===== config.mk =====
export PLATFORM = sky130hd
export DESIGN_NAME = morse_decoder
export DESIGN_NICKNAME = d
export VERILOG_FILES = /design/src/rtl/morse_decoder.sv
export SDC_FILE = /design/constraint.sdc
export NUM_CORES = 1
export LEC_CHECK = 0
export CAP_MARGIN = 20
export CORE_MARGIN = 5
export CORE_UTILIZATION = 45
export CTS_CLUSTER_DIAMETER = 100
export DETAILED_ROUTE_END_ITERATION = 6
export GPL_ROUTABILITY_DRIVEN = 0
export PLACE_DENSITY_LB_ADDON = 0.25
export SLEW_MARGIN = 40
export SYNTH_ARGS = -nofsm -noshare
export SYNTH_HDL_FRONTEND = slang
export SYNTH_SLANG_ARGS = --single-unit

===== constraint.sdc =====
create_clock -name Clk -period 3.4 [get_ports Clk]
set_clock_uncertainty 0.1 [all_clocks]
set_input_delay 0.85 -clock Clk [delete_from_list [all_inputs] [get_ports Clk]]
set_output_delay 0.85 -clock Clk [all_outputs]
set_load 0.02 [all_outputs]

===== src/rtl/morse_decoder.sv =====
// Morse line receiver: classifies synchronized mark pulses as dots or dashes,
// ends a letter on a long space and decodes letters A..H.
module morse_decoder #(
    parameter int UNIT_TICKS = 25000000,
    parameter int CNT_W      = 27
) (
    input  logic       Clk,
    input  logic       Reset,
    input  logic       Mdata,
    output logic [2:0] Letter,
    output logic       Valid,
    output logic       Error,
    output logic       Busy
);

    typedef enum logic [1:0] {
        IDLE  = 2'd0,
        MARK  = 2'd1,
        SPACE = 2'd2,
        DONE  = 2'd3
    } state_t;

    localparam logic [CNT_W-1:0] CNT_ONE    = CNT_W'(32'd1);
    localparam logic [CNT_W-1:0] DASH_TICKS = CNT_W'(32'd2 * UNIT_TICKS);
    localparam logic [CNT_W-1:0] GAP_TICKS  = CNT_W'(32'd3 * UNIT_TICKS);

    // Returns {hit, code}; sym is right-aligned, unused upper bits are zero.
    function automatic logic [3:0] decode_f(input logic [2:0] len, input logic [3:0] sym);
        logic [3:0] res;
        res = 4'b0000;
        case ({len, sym})
            {3'd2, 4'b0001}: res = {1'b1, 3'd0};
            {3'd4, 4'b1000}: res = {1'b1, 3'd1};
            {3'd4, 4'b1010}: res = {1'b1, 3'd2};
            {3'd3, 4'b0100}: res = {1'b1, 3'd3};
            {3'd1, 4'b0000}: res = {1'b1, 3'd4};
            {3'd4, 4'b0010}: res = {1'b1, 3'd5};
            {3'd3, 4'b0110}: res = {1'b1, 3'd6};
            {3'd4, 4'b0000}: res = {1'b1, 3'd7};
            default:         res = 4'b0000;
        endcase
        return res;
    endfunction

    logic [1:0]       sync_r;
    logic             m_s;
    state_t           state_r, state_s;
    logic [CNT_W-1:0] cnt_r, cnt_s;
    logic [3:0]       sym_r, sym_s;
    logic [2:0]       len_r, len_s;
    logic             ovf_r, ovf_s;
    logic [2:0]       letter_r, letter_s;
    logic             valid_r, valid_s;
    logic             error_r, error_s;
    logic             busy_r, busy_s;
    logic [3:0]       dec_s;
    logic             dash_s;

    assign m_s = sync_r[1];

    // Two-flop synchronizer for the asynchronous line.
    always_ff @(posedge Clk) begin
        if (Reset) begin
            sync_r <= 2'b00;
        end else begin
            sync_r <= {sync_r[0], Mdata};
        end
    end

    // Next-state, counter and symbol-store logic.
    always_comb begin
        state_s = state_r;
        cnt_s   = cnt_r;
        sym_s   = sym_r;
        len_s   = len_r;
        ovf_s   = ovf_r;
        dash_s  = (cnt_r >= DASH_TICKS);
        case (state_r)
            IDLE: begin
                if (m_s) begin
                    state_s = MARK;
                    cnt_s   = CNT_ONE;
                end else begin
                    state_s = IDLE;
                end
            end
            MARK: begin
                if (m_s) begin
                    if (cnt_r < GAP_TICKS) begin
                        cnt_s = cnt_r + CNT_ONE;
                    end else begin
                        cnt_s = GAP_TICKS;
                    end
                end else begin
                    state_s = SPACE;
                    cnt_s   = CNT_ONE;
                    // A fifth symbol only poisons the letter; the store is frozen.
                    if (len_r == 3'd4) begin
                        ovf_s = 1'b1;
                    end else begin
                        sym_s = {sym_r[2:0], dash_s};
                        len_s = len_r + 3'd1;
                    end
                end
            end
            SPACE: begin
                if (m_s) begin
                    state_s = MARK;
                    cnt_s   = CNT_ONE;
                end else if (cnt_r >= GAP_TICKS - CNT_ONE) begin
                    state_s = DONE;
                    cnt_s   = GAP_TICKS;
                end else begin
                    cnt_s = cnt_r + CNT_ONE;
                end
            end
            DONE: begin
                sym_s = 4'b0000;
                len_s = 3'd0;
                ovf_s = 1'b0;
                // A mark already arriving is the first pulse of the next letter.
                if (m_s) begin
                    state_s = MARK;
                    cnt_s   = CNT_ONE;
                end else begin
                    state_s = IDLE;
                    cnt_s   = {CNT_W{1'b0}};
                end
            end
            default: begin
                state_s = IDLE;
                cnt_s   = {CNT_W{1'b0}};
                sym_s   = 4'b0000;
                len_s   = 3'd0;
                ovf_s   = 1'b0;
            end
        endcase
    end

    // Decode result and next values of the registered outputs.
    always_comb begin
        dec_s    = decode_f(len_r, sym_r);
        letter_s = letter_r;
        valid_s  = 1'b0;
        error_s  = 1'b0;
        busy_s   = (state_s == MARK) || (state_s == SPACE);
        if (state_r == DONE) begin
            if (dec_s[3] && !ovf_r) begin
                letter_s = dec_s[2:0];
                valid_s  = 1'b1;
            end else begin
                error_s = 1'b1;
            end
        end else begin
            valid_s = 1'b0;
            error_s = 1'b0;
        end
    end

    // FSM state, counter and symbol store registers.
    always_ff @(posedge Clk) begin
        if (Reset) begin
            state_r <= IDLE;
            cnt_r   <= {CNT_W{1'b0}};
            sym_r   <= 4'b0000;
            len_r   <= 3'd0;
            ovf_r   <= 1'b0;
        end else begin
            state_r <= state_s;
            cnt_r   <= cnt_s;
            sym_r   <= sym_s;
            len_r   <= len_s;
            ovf_r   <= ovf_s;
        end
    end

    // Output registers.
    always_ff @(posedge Clk) begin
        if (Reset) begin
            letter_r <= 3'd0;
            valid_r  <= 1'b0;
            error_r  <= 1'b0;
            busy_r   <= 1'b0;
        end else begin
            letter_r <= letter_s;
            valid_r  <= valid_s;
            error_r  <= error_s;
            busy_r   <= busy_s;
        end
    end

    assign Letter = letter_r;
    assign Valid  = valid_r;
    assign Error  = error_r;
    assign Busy   = busy_r;

endmodule


# == Word level (Yosys, flattened, before mapping) ==
# Index checks and enable logic that the tools add are counted.
# totals
regBits,45
wordCells,68
in_bits,3
# op_classes
muxes,24
n_eq_ne,18
reduce_logical,10
bitwise_logic,1
n_addsub,2
n_lt_le_gt_ge,3
# ops
cell,n
$mux 27,5
$pmux 27 s4,1
$pmux 4 s8,1
$eq 7x7->1 const B,4
$add 27x1->27 const B,1
$ge 27x26->1 const B,1
$ge 27x27->1 const B,1
$lt 27x27->1 const B,1
$eq 7x6->1 const B,3
$mux 4,2
$ne 2x2->1 const B,4
$pmux 4 s2,1
$eq 7x5->1 const B,1
$eq 2x2->1 const B,3
$mux 1,6
$mux 2,3
$mux 3,2
$pmux 2 s3,1
$pmux 3 s2,1
$reduce_and 3->1,2
$eq 2x1->1 const B,2
$reduce_or 2->1,2
$add 3x1->3 const B,1
$eq 3x3->1 const B,1
other kinds (8),8

# == Longest topological paths before layout ==
# Gate-level depths: netlist of the first run.
# depth
word_depth,6
ltp_mapped,10
mapped_depth_nobuf,8

# == Worst setup path before layout of the first run ==
# OpenSTA, ideal clock, no wires.
# synth_path
path_kind,register -> register
startpoint,reg cnt_r[16]
endpoint,reg cnt_r[10]
n_path_buf,2
path_stages_with_launch,9
setup_ns,0.134
arrival_ns,2.306
path_slack_ns,0.860
synth_period_minus_slack_ns,2.540
cell_sequence,dfxtp_1 -> buf_2 -> or4_4 -> or4_4 -> a2111oi_4 -> o21ai_1 -> buf_2 -> a31oi_1 -> a211oi_1
# synth_via
elab_chain_cells,4
# synth_rtl
element,line_no,text
start: declaration,48,"logic [CNT_W-1:0] cnt_r, cnt_s;"
start signal: assignment,164,cnt_r <= {CNT_W{1'b0}};
start signal: assignment,170,cnt_r <= cnt_s;
$ge 27x27->1 / $lt 27x27->1 (equally long branches),"110, 89",
"$mux 27, on equally long branches","110, 89",
"$mux 27, on equally long branches","107, 88",
$pmux 27 s4 (*),78,case (state_r)
# Mark *: on every way between the ends. The rest lies on a longest branch, timed or not.
# A chain may end at the register's enable or synchronous reset.

# == Worst setup path in the final report of the first run ==
# layout_path
startpoint,reg cnt_r[16]
endpoint,"reg busy_r, in the netlist Busy"
# layout_via
elab_chain_cells,6
# layout_rtl
element,line_no,text
$ge 27x27->1 (*),110,end else if (cnt_r >= GAP_TICKS - CNT_ONE) begin
$mux 2 (*),110,
$mux 2 (*),107,if (m_s) begin
$pmux 2 s3 (*),78,
$eq 2x1->1 / $eq 2x2->1 (equally long branches),146,busy_s = (state_s == MARK) || (state_s == SPACE);
$logic_or 1x1->1 (*),146,
end signal: assignment,188,busy_r <= busy_s;
end: declaration,55,"logic busy_r, busy_s;"
# Marked as above.

==> impl_metrics.csv, run 1 <==
group,metric,value,unit
status,status,"completed",
cells_and_area,instances_no_fill,453,
cells_and_area,synthToLayoutAreaGrowth,7.37,%
timing,min_period,2850,ps
setup_path,worstPathMaxFanout,12,
logic_synthesis,synth_enable_flop_cells,0,
placed_design,dp_hpwl,4650,um
cts,tritoncts,"yes",
cts,cts_made_buffers,5,
timing,rsz0062_at_grt,"no",
timing,final_hold_viol_count,0,
cells_and_area,n_fill_cell,637,
logic_synthesis,synth_area,2850,sq um
detailed_routing,drtPass1Iterations,5,
cells_and_area,fin_util,0.491,
grt,grtUsageMet1,0.254,
grt,grt_max_degree,32,
cts,clk_latency,300,ps
cts,clkSinkCount,45,
detailed_routing,wl_per_cell,15.1,um
floorplan,die_area,8030,sq um
timing,slew_viol_final,0,
detailed_routing,final_antenna_net_count,0,
setup_path,rr_endpoint,"Busy$_SDFF_PP0_",
cells_and_area,num_antenna_cells,0,
timing,tns,0,ps
cts,cts_root_buffer,"clkbuf_8",
logic_synthesis,ys_types,51,
min_path,min_from,"sync_r[0]$_SDFF_PP0_",
grt,grt_pass1_wl,11900,um
cts,hold_buffers,0,
logic_synthesis,synth_top_area_frac,0.316,
detailed_routing,num_vias,2757,
placed_design,portBuffers,8,
setup_path,r2r_start,"cnt_r[16]$_SDFFE_PP0P_",
floorplan,core-area,6240,sq um
setup_path,crit_end,"Busy$_SDFF_PP0_",
logic_synthesis,yosys_warnings,0,
pwr,ir_drop,0.000143,V
floorplan,die_h,89.6,um
logic_synthesis,ys_seq_elements,45,
logic_synthesis,seq_area_frac_synth,0.316,
setup_path,worstSetupStartpoint,"cnt_r[16]$_SDFFE_PP0P_",
pwr,powerDensity,321,nW/um^2
logic_synthesis,avgSynthCellArea,7.31,sq um
floorplan,std_cell_rows,29,
logic_synthesis,synth_flop_cell,"dfxtp_1",
min_path,hold_path.class,"reg -> reg",
grt,grtUsageMet3,0.0310,
setup_path,critPathLaunchType,"flop",
grt,grt_busiest_layer,"met2",
grt,met2_usage,0.288,
logic_synthesis,synth_largest_area_cell,"dfxtp_1",
detailed_routing,drc,0,
floorplan,initial_core_util,0.457,
timing,setup_viol,0,
logic_synthesis,syn_nets,405,
logic_synthesis,synth_most_common_cell,"dfxtp_1",
setup_path,end_kind,"flop",
setup_path,r2r_slack,550,ps
cts,clock_path_buffers,2,
pwr,power_leakage,0.941,nW
detailed_routing,viasPerCell,6.09,
cells_and_area,layout-drive-gt1-share,0.0638,
cts,cts_max_level,2,
setup_path,cp_data_arrival_time,2940,ps
grt,grtUsageTotal,0.184,
logic_synthesis,async_flop_share,0,
detailed_routing,drt_iter0_markers,208,
timing,maxClockFrequency,351,MHz
logic_synthesis,yosys-top-cells-count,"45 x dfxtp_1, 42 x nand2_1, 35 x nor2_1",
timing,whs,336,ps
logic_synthesis,synth.top_cells.by_area,"dfxtp_1 32%, nand2_1 5.5%, a21oi_1 5.3%",
setup_path,r2r_cells,6,
floorplan,ioPinCount,9,
timing,relSlewSlack,0.511,
cts,post_cts_buffers,0,
grt,grt_pass1_vias,2501,
timing,period_share,0.838,
detailed_routing,finalWirelength,6830,um
setup_path,critPathKind,"reg -> reg",
floorplan,die_x,89.6,um
cells_and_area,nets,390,
cts,clk_pin_slew,90,ps
placed_design,post-place-cells,445,
logic_synthesis,synthCells,390,
grt,grt_antenna_before_repair,0,
grt,grt-ovfl-total,0,
setup_path,cp.required,3490,ps
cts,cts_resized,0,
timing,worstMarginPinSlew,731,ps
flow_run,cap_violations,0,
==> placed cells by master, fill, tap and decap left out, types with 3 or more instances in the layout <==
master,n
dfxtp_1,45
buf_4,6
clkbuf_8,6
nor2b_1,4
ha_1,12
nor4_1,10
nor3_1,16
or4_1,3
o2111ai_1,4
inv_1,10
o21ai_0,14
nor2_1,35
nand2b_1,3
nand4b_1,5
a21oi_1,30
and3_1,4
or3_1,7
nor3b_1,4
o21ai_1,9
clkdlybuf4s50_1,8
nand2_1,42
nand3_1,22
a31oi_1,22
nand4_1,18
==> report_power, final <==
part           total, mW  leakage [nW]  internal, mW  switching [mW]
combinational     0.0272         0.519       0.00880          0.0184
sequential         0.531         0.363         0.528         0.00300
clock              0.423        0.0585         0.240           0.184
==> metrics by stage <==
stage	cell area, sq um	power [mW]	setup WS, ps
after global placement	2930	0.570	598
after global routing	3060	1.02	356
after floorplan	2850	0.562	860
final	3060	0.982	551
after CTS	3060	0.998	544
after detailed placement	2950	0.571	575
==> layer usage <==
layer	wire [um]	part of all wire
met1	3220	0.47
met5	0	0
met3	377	0.055
met2	3130	0.46
met4	112	0.016
==> layout make-up <==
| cell class | instances | area [sq um] | area share |
|---|---|---|---|
| inverter | 10 | 37.5 | 0.0123 |
| multi-input combinational | 299 | 1790 | 0.583 |
| tap | 77 | 96.3 | 0.0315 |
| clock buffer | 7 | 86.3 | 0.0282 |
| timing repair buffer | 14 | 125 | 0.0409 |
| sequential | 45 | 901 | 0.294 |
| clock inverter | 1 | 30.0 | 0.00981 |
==> worst min-delay path by stage <==
stage | endpoint | slack [ps] | depth (start not counted)
2_1_floorplan | sync_r[1]$_SDFF_PP0_ | 310 | 1
3_3_place_gp | sync_r[1]$_SDFF_PP0_ | 320 | 1
3_5_place_dp | sync_r[1]$_SDFF_PP0_ | 330 | 1
4_1_cts | sync_r[1]$_SDFF_PP0_ | 340 | 1
5_1_grt | sync_r[1]$_SDFF_PP0_ | 350 | 1
6_report | sync_r[1]$_SDFF_PP0_ | 340 | 1
==> flip-flops by register name, indices dropped and copies added, names as in the netlist <==
| name | flops |
|---|---|
| Busy | 1 |
| Letter | 3 |
| Valid | 1 |
| Error | 1 |
| sym_r | 4 |
| ovf_r | 1 |
| sync_r | 2 |
| state_r | 2 |
| len_r | 3 |
| cnt_r | 27 |
==> worst max-delay path: stages, from the launching register on <==
cell	delay (ps)
dfxtp_1	380
or4_4	530
or4_4	570
a2111oi_4	420
or3_1	460
o211a_1	220
nor4_1	40
==> cell families (layout without fill, tap and decap cells) <==
| kind of cell | Yosys count | after routing | synth area share |
|---|---|---|---|
| buffers and inverters | 46 | 32 | 0.0645 |
| AOI/OAI and AO/OA | 97 | 97 | 0.211 |
| DFF | 45 | 45 | 0.316 |
| xor gates and xnor gates | 1 | 1 | 0.00307 |
| adders and majority gates | 12 | 12 | 0.0527 |
| and+or+nand+nor | 189 | 189 | 0.353 |
Power figures use the tool's default switching activity.
==> run 2: changes to the inputs <==
Clock period 3.4 ns to 2.9 ns, I/O delays scaled along.
==> run 2 against run 1 <==
Against the previous run: non-clock buffer count is 12 higher; hold slack improved by 7.8 ps; largest cell class unchanged; utilization up 1.2 points; die area stayed put; routed wire length is 0.80% lower; sequential power grew 17%; final area rose by 2.4%; critical path depth is 2 higher; via count rose by 0.15%; critical path type unchanged.
==> impl_metrics.csv, run 2 (synthesized netlist as in run 1, its figures left out) <==
group,metric,value,unit
setup_path,worstPathMaxFanout,15,
cts,cts_made_buffers,5,
pwr,powerDensity,338,nW/um^2
flow_run,cap_violations,0,
grt,grt_pass1_vias,2540,
cells_and_area,layout-drive-gt1-share,0.101,
cells_and_area,synthToLayoutAreaGrowth,9.96,%
setup_path,critPathLaunchType,"flop",
setup_path,r2r_slack,180,ps
status,status,"completed",
timing,tns,0,ps
detailed_routing,num_vias,2761,
timing,period_share,0.937,
grt,grt_pass1_wl,11900,um
cts,clock_path_buffers,2,
detailed_routing,viasPerCell,5.94,
timing,worstMarginPinSlew,626,ps
grt,grtUsageTotal,0.183,
cts,clkSinkCount,45,
min_path,hold_path.class,"reg -> reg",
grt,grt_antenna_before_repair,0,
timing,setup_viol,0,
pwr,power_leakage,0.982,nW
cells_and_area,final_common_cell,"dfxtp_1",
floorplan,die_area,8030,sq um
timing,min_period,2720,ps
grt,grt-ovfl-total,0,
floorplan,initial_core_util,0.457,
min_path,holdPathStages,1,
cells_and_area,n_fill_cell,632,
pwr,switching_share,0.242,
detailed_routing,wl_per_cell,14.6,um
timing,relSlewSlack,0.580,
setup_path,cp.required,2990,ps
detailed_routing,final_antenna_net_count,0,
pwr,p_sw,256,uW
min_path,min_to,"sync_r[1]$_SDFF_PP0_",
pwr,p_int,803,uW
timing,whs,344,ps
pwr,total_power,1.06,mW
timing,final_hold_viol_count,0,
pwr,ir_drop,0.000179,V
cells_and_area,most-common-layout-cells,"45 x dfxtp_1, 42 x nand2_1, 35 x nor2_1, 30 x a21oi_1",
grt,grt_max_degree,37,
cts,clk_pin_slew,90,ps
cells_and_area,reg_top3,"cnt_r (27), sym_r (4)",
cells_and_area,largest_register,"cnt_r",
setup_path,r2r_start,"cnt_r[15]$_SDFFE_PP0P_",
pwr,seqPwrFrac,0.589,
pwr,clkPwrFrac,0.380,
cts,cts_root_buffer,"clkbuf_8",
floorplan,core-area,6240,sq um
placed_design,portBuffers,8,
setup_path,critPathKind,"reg -> reg",
setup_path,cp_data_arrival_time,2810,ps
floorplan,ioPinCount,9,
setup_path,r2r_cells,8,
pwr,power_frac_comb,0.031,
floorplan,std_cell_rows,29,
placed_design,dp_hpwl,4690,um
cts,post_cts_buffers,0,
cells_and_area,num_antenna_cells,0,
timing,rsz0062_at_grt,"no",
cts,clk_latency,300,ps
timing,slew_viol_final,0,
floorplan,die_x,89.6,um
setup_path,end_kind,"flop",
setup_path,rr_endpoint,"cnt_r[24]$_SDFFE_PP0P_",
cts,tritoncts,"yes",
detailed_routing,finalWirelength,6780,um
detailed_routing,drtPass1Iterations,4,
cells_and_area,nets,402,
cells_and_area,largest_register_ffs,27,
detailed_routing,drc,0,
timing,maxClockFrequency,368,MHz
floorplan,die_h,89.6,um
detailed_routing,drt_iter0_markers,196,
min_path,min_from,"sync_r[0]$_SDFF_PP0_",
cts,cts_max_level,2,
-- run 2: final cells by class --
class | count | area (sq um) | share of cell area
well taps | 77 | 96.3 | 0.0307
flip-flops and latches | 45 | 901 | 0.287
multi-input cells | 299 | 1780 | 0.569
repair buffers | 26 | 228 | 0.0726
clock inverters | 3 | 21.3 | 0.00678
inverters | 10 | 37.5 | 0.0120
clock buffers | 5 | 68.8 | 0.0219
-- run 2: timing repair --
action                     CTS  global route
setup endpoints to repair    0             2
hold endpoints to repair     0             0
resized for setup            0             1
hold buffers                 0             0
-- run 2: worst max path at each step --
stage / from / end / slack, ps / cells after the start
finish: cnt_r[15]$_SDFFE_PP0P_ / cnt_r[24]$_SDFFE_PP0P_ / 180 / 8
global route: cnt_r[15]$_SDFFE_PP0P_ / cnt_r[19]$_SDFFE_PP0P_ / 60 / 7
CTS: cnt_r[15]$_SDFFE_PP0P_ / cnt_r[26]$_SDFFE_PP0P_ / 170 / 7
detailed placement: cnt_r[15]$_SDFFE_PP0P_ / cnt_r[21]$_SDFFE_PP0P_ / 210 / 7
global placement: cnt_r[15]$_SDFFE_PP0P_ / cnt_r[22]$_SDFFE_PP0P_ / 230 / 7
floorplan: cnt_r[16]$_SDFFE_PP0P_ / cnt_r[10]$_SDFFE_PP0P_ / 360 / 8
-- run 2: critical path, stage by stage, from the launching register on --
cell	delay, ps
dfxtp_1	370
or4_4	560
or4_4	560
nor3_2	340
buf_4	190
nor4_2	40
buf_4	200
or4bb_1	170
a31oi_1	70
-- run 2: metal layers --
layer / wire, um / vias up / track usage
met4: 76 / 0 / 0.0501
met1: 3340 / 1271 / 0.254
met3: 288 / 7 / 0.0338
li1: - / 1429 / -
met2: 3070 / 54 / 0.293
met5: 0 / - / 0
-- run 2: per-stage QoR --
stage	cell area, sq um	util	std cells	setup WS [ps]
finish	3140	0.502	465	183
floorplan	2850	-	390	360
global placement	3040	0.486	457	232
detailed placement	3040	0.487	457	206
CTS	3130	0.502	465	169
global route	3140	0.502	465	56.2
-- run 2: power by group through the flow --
stage                     clock network, mW  logic [mW]  registers [mW]
final                                 0.402      0.0333           0.623
after global routing                  0.445      0.0363           0.624
after CTS                             0.420      0.0337           0.623
after detailed placement                  0      0.0336           0.638
after global placement                    0      0.0337           0.638
after floorplan                           0      0.0226           0.636
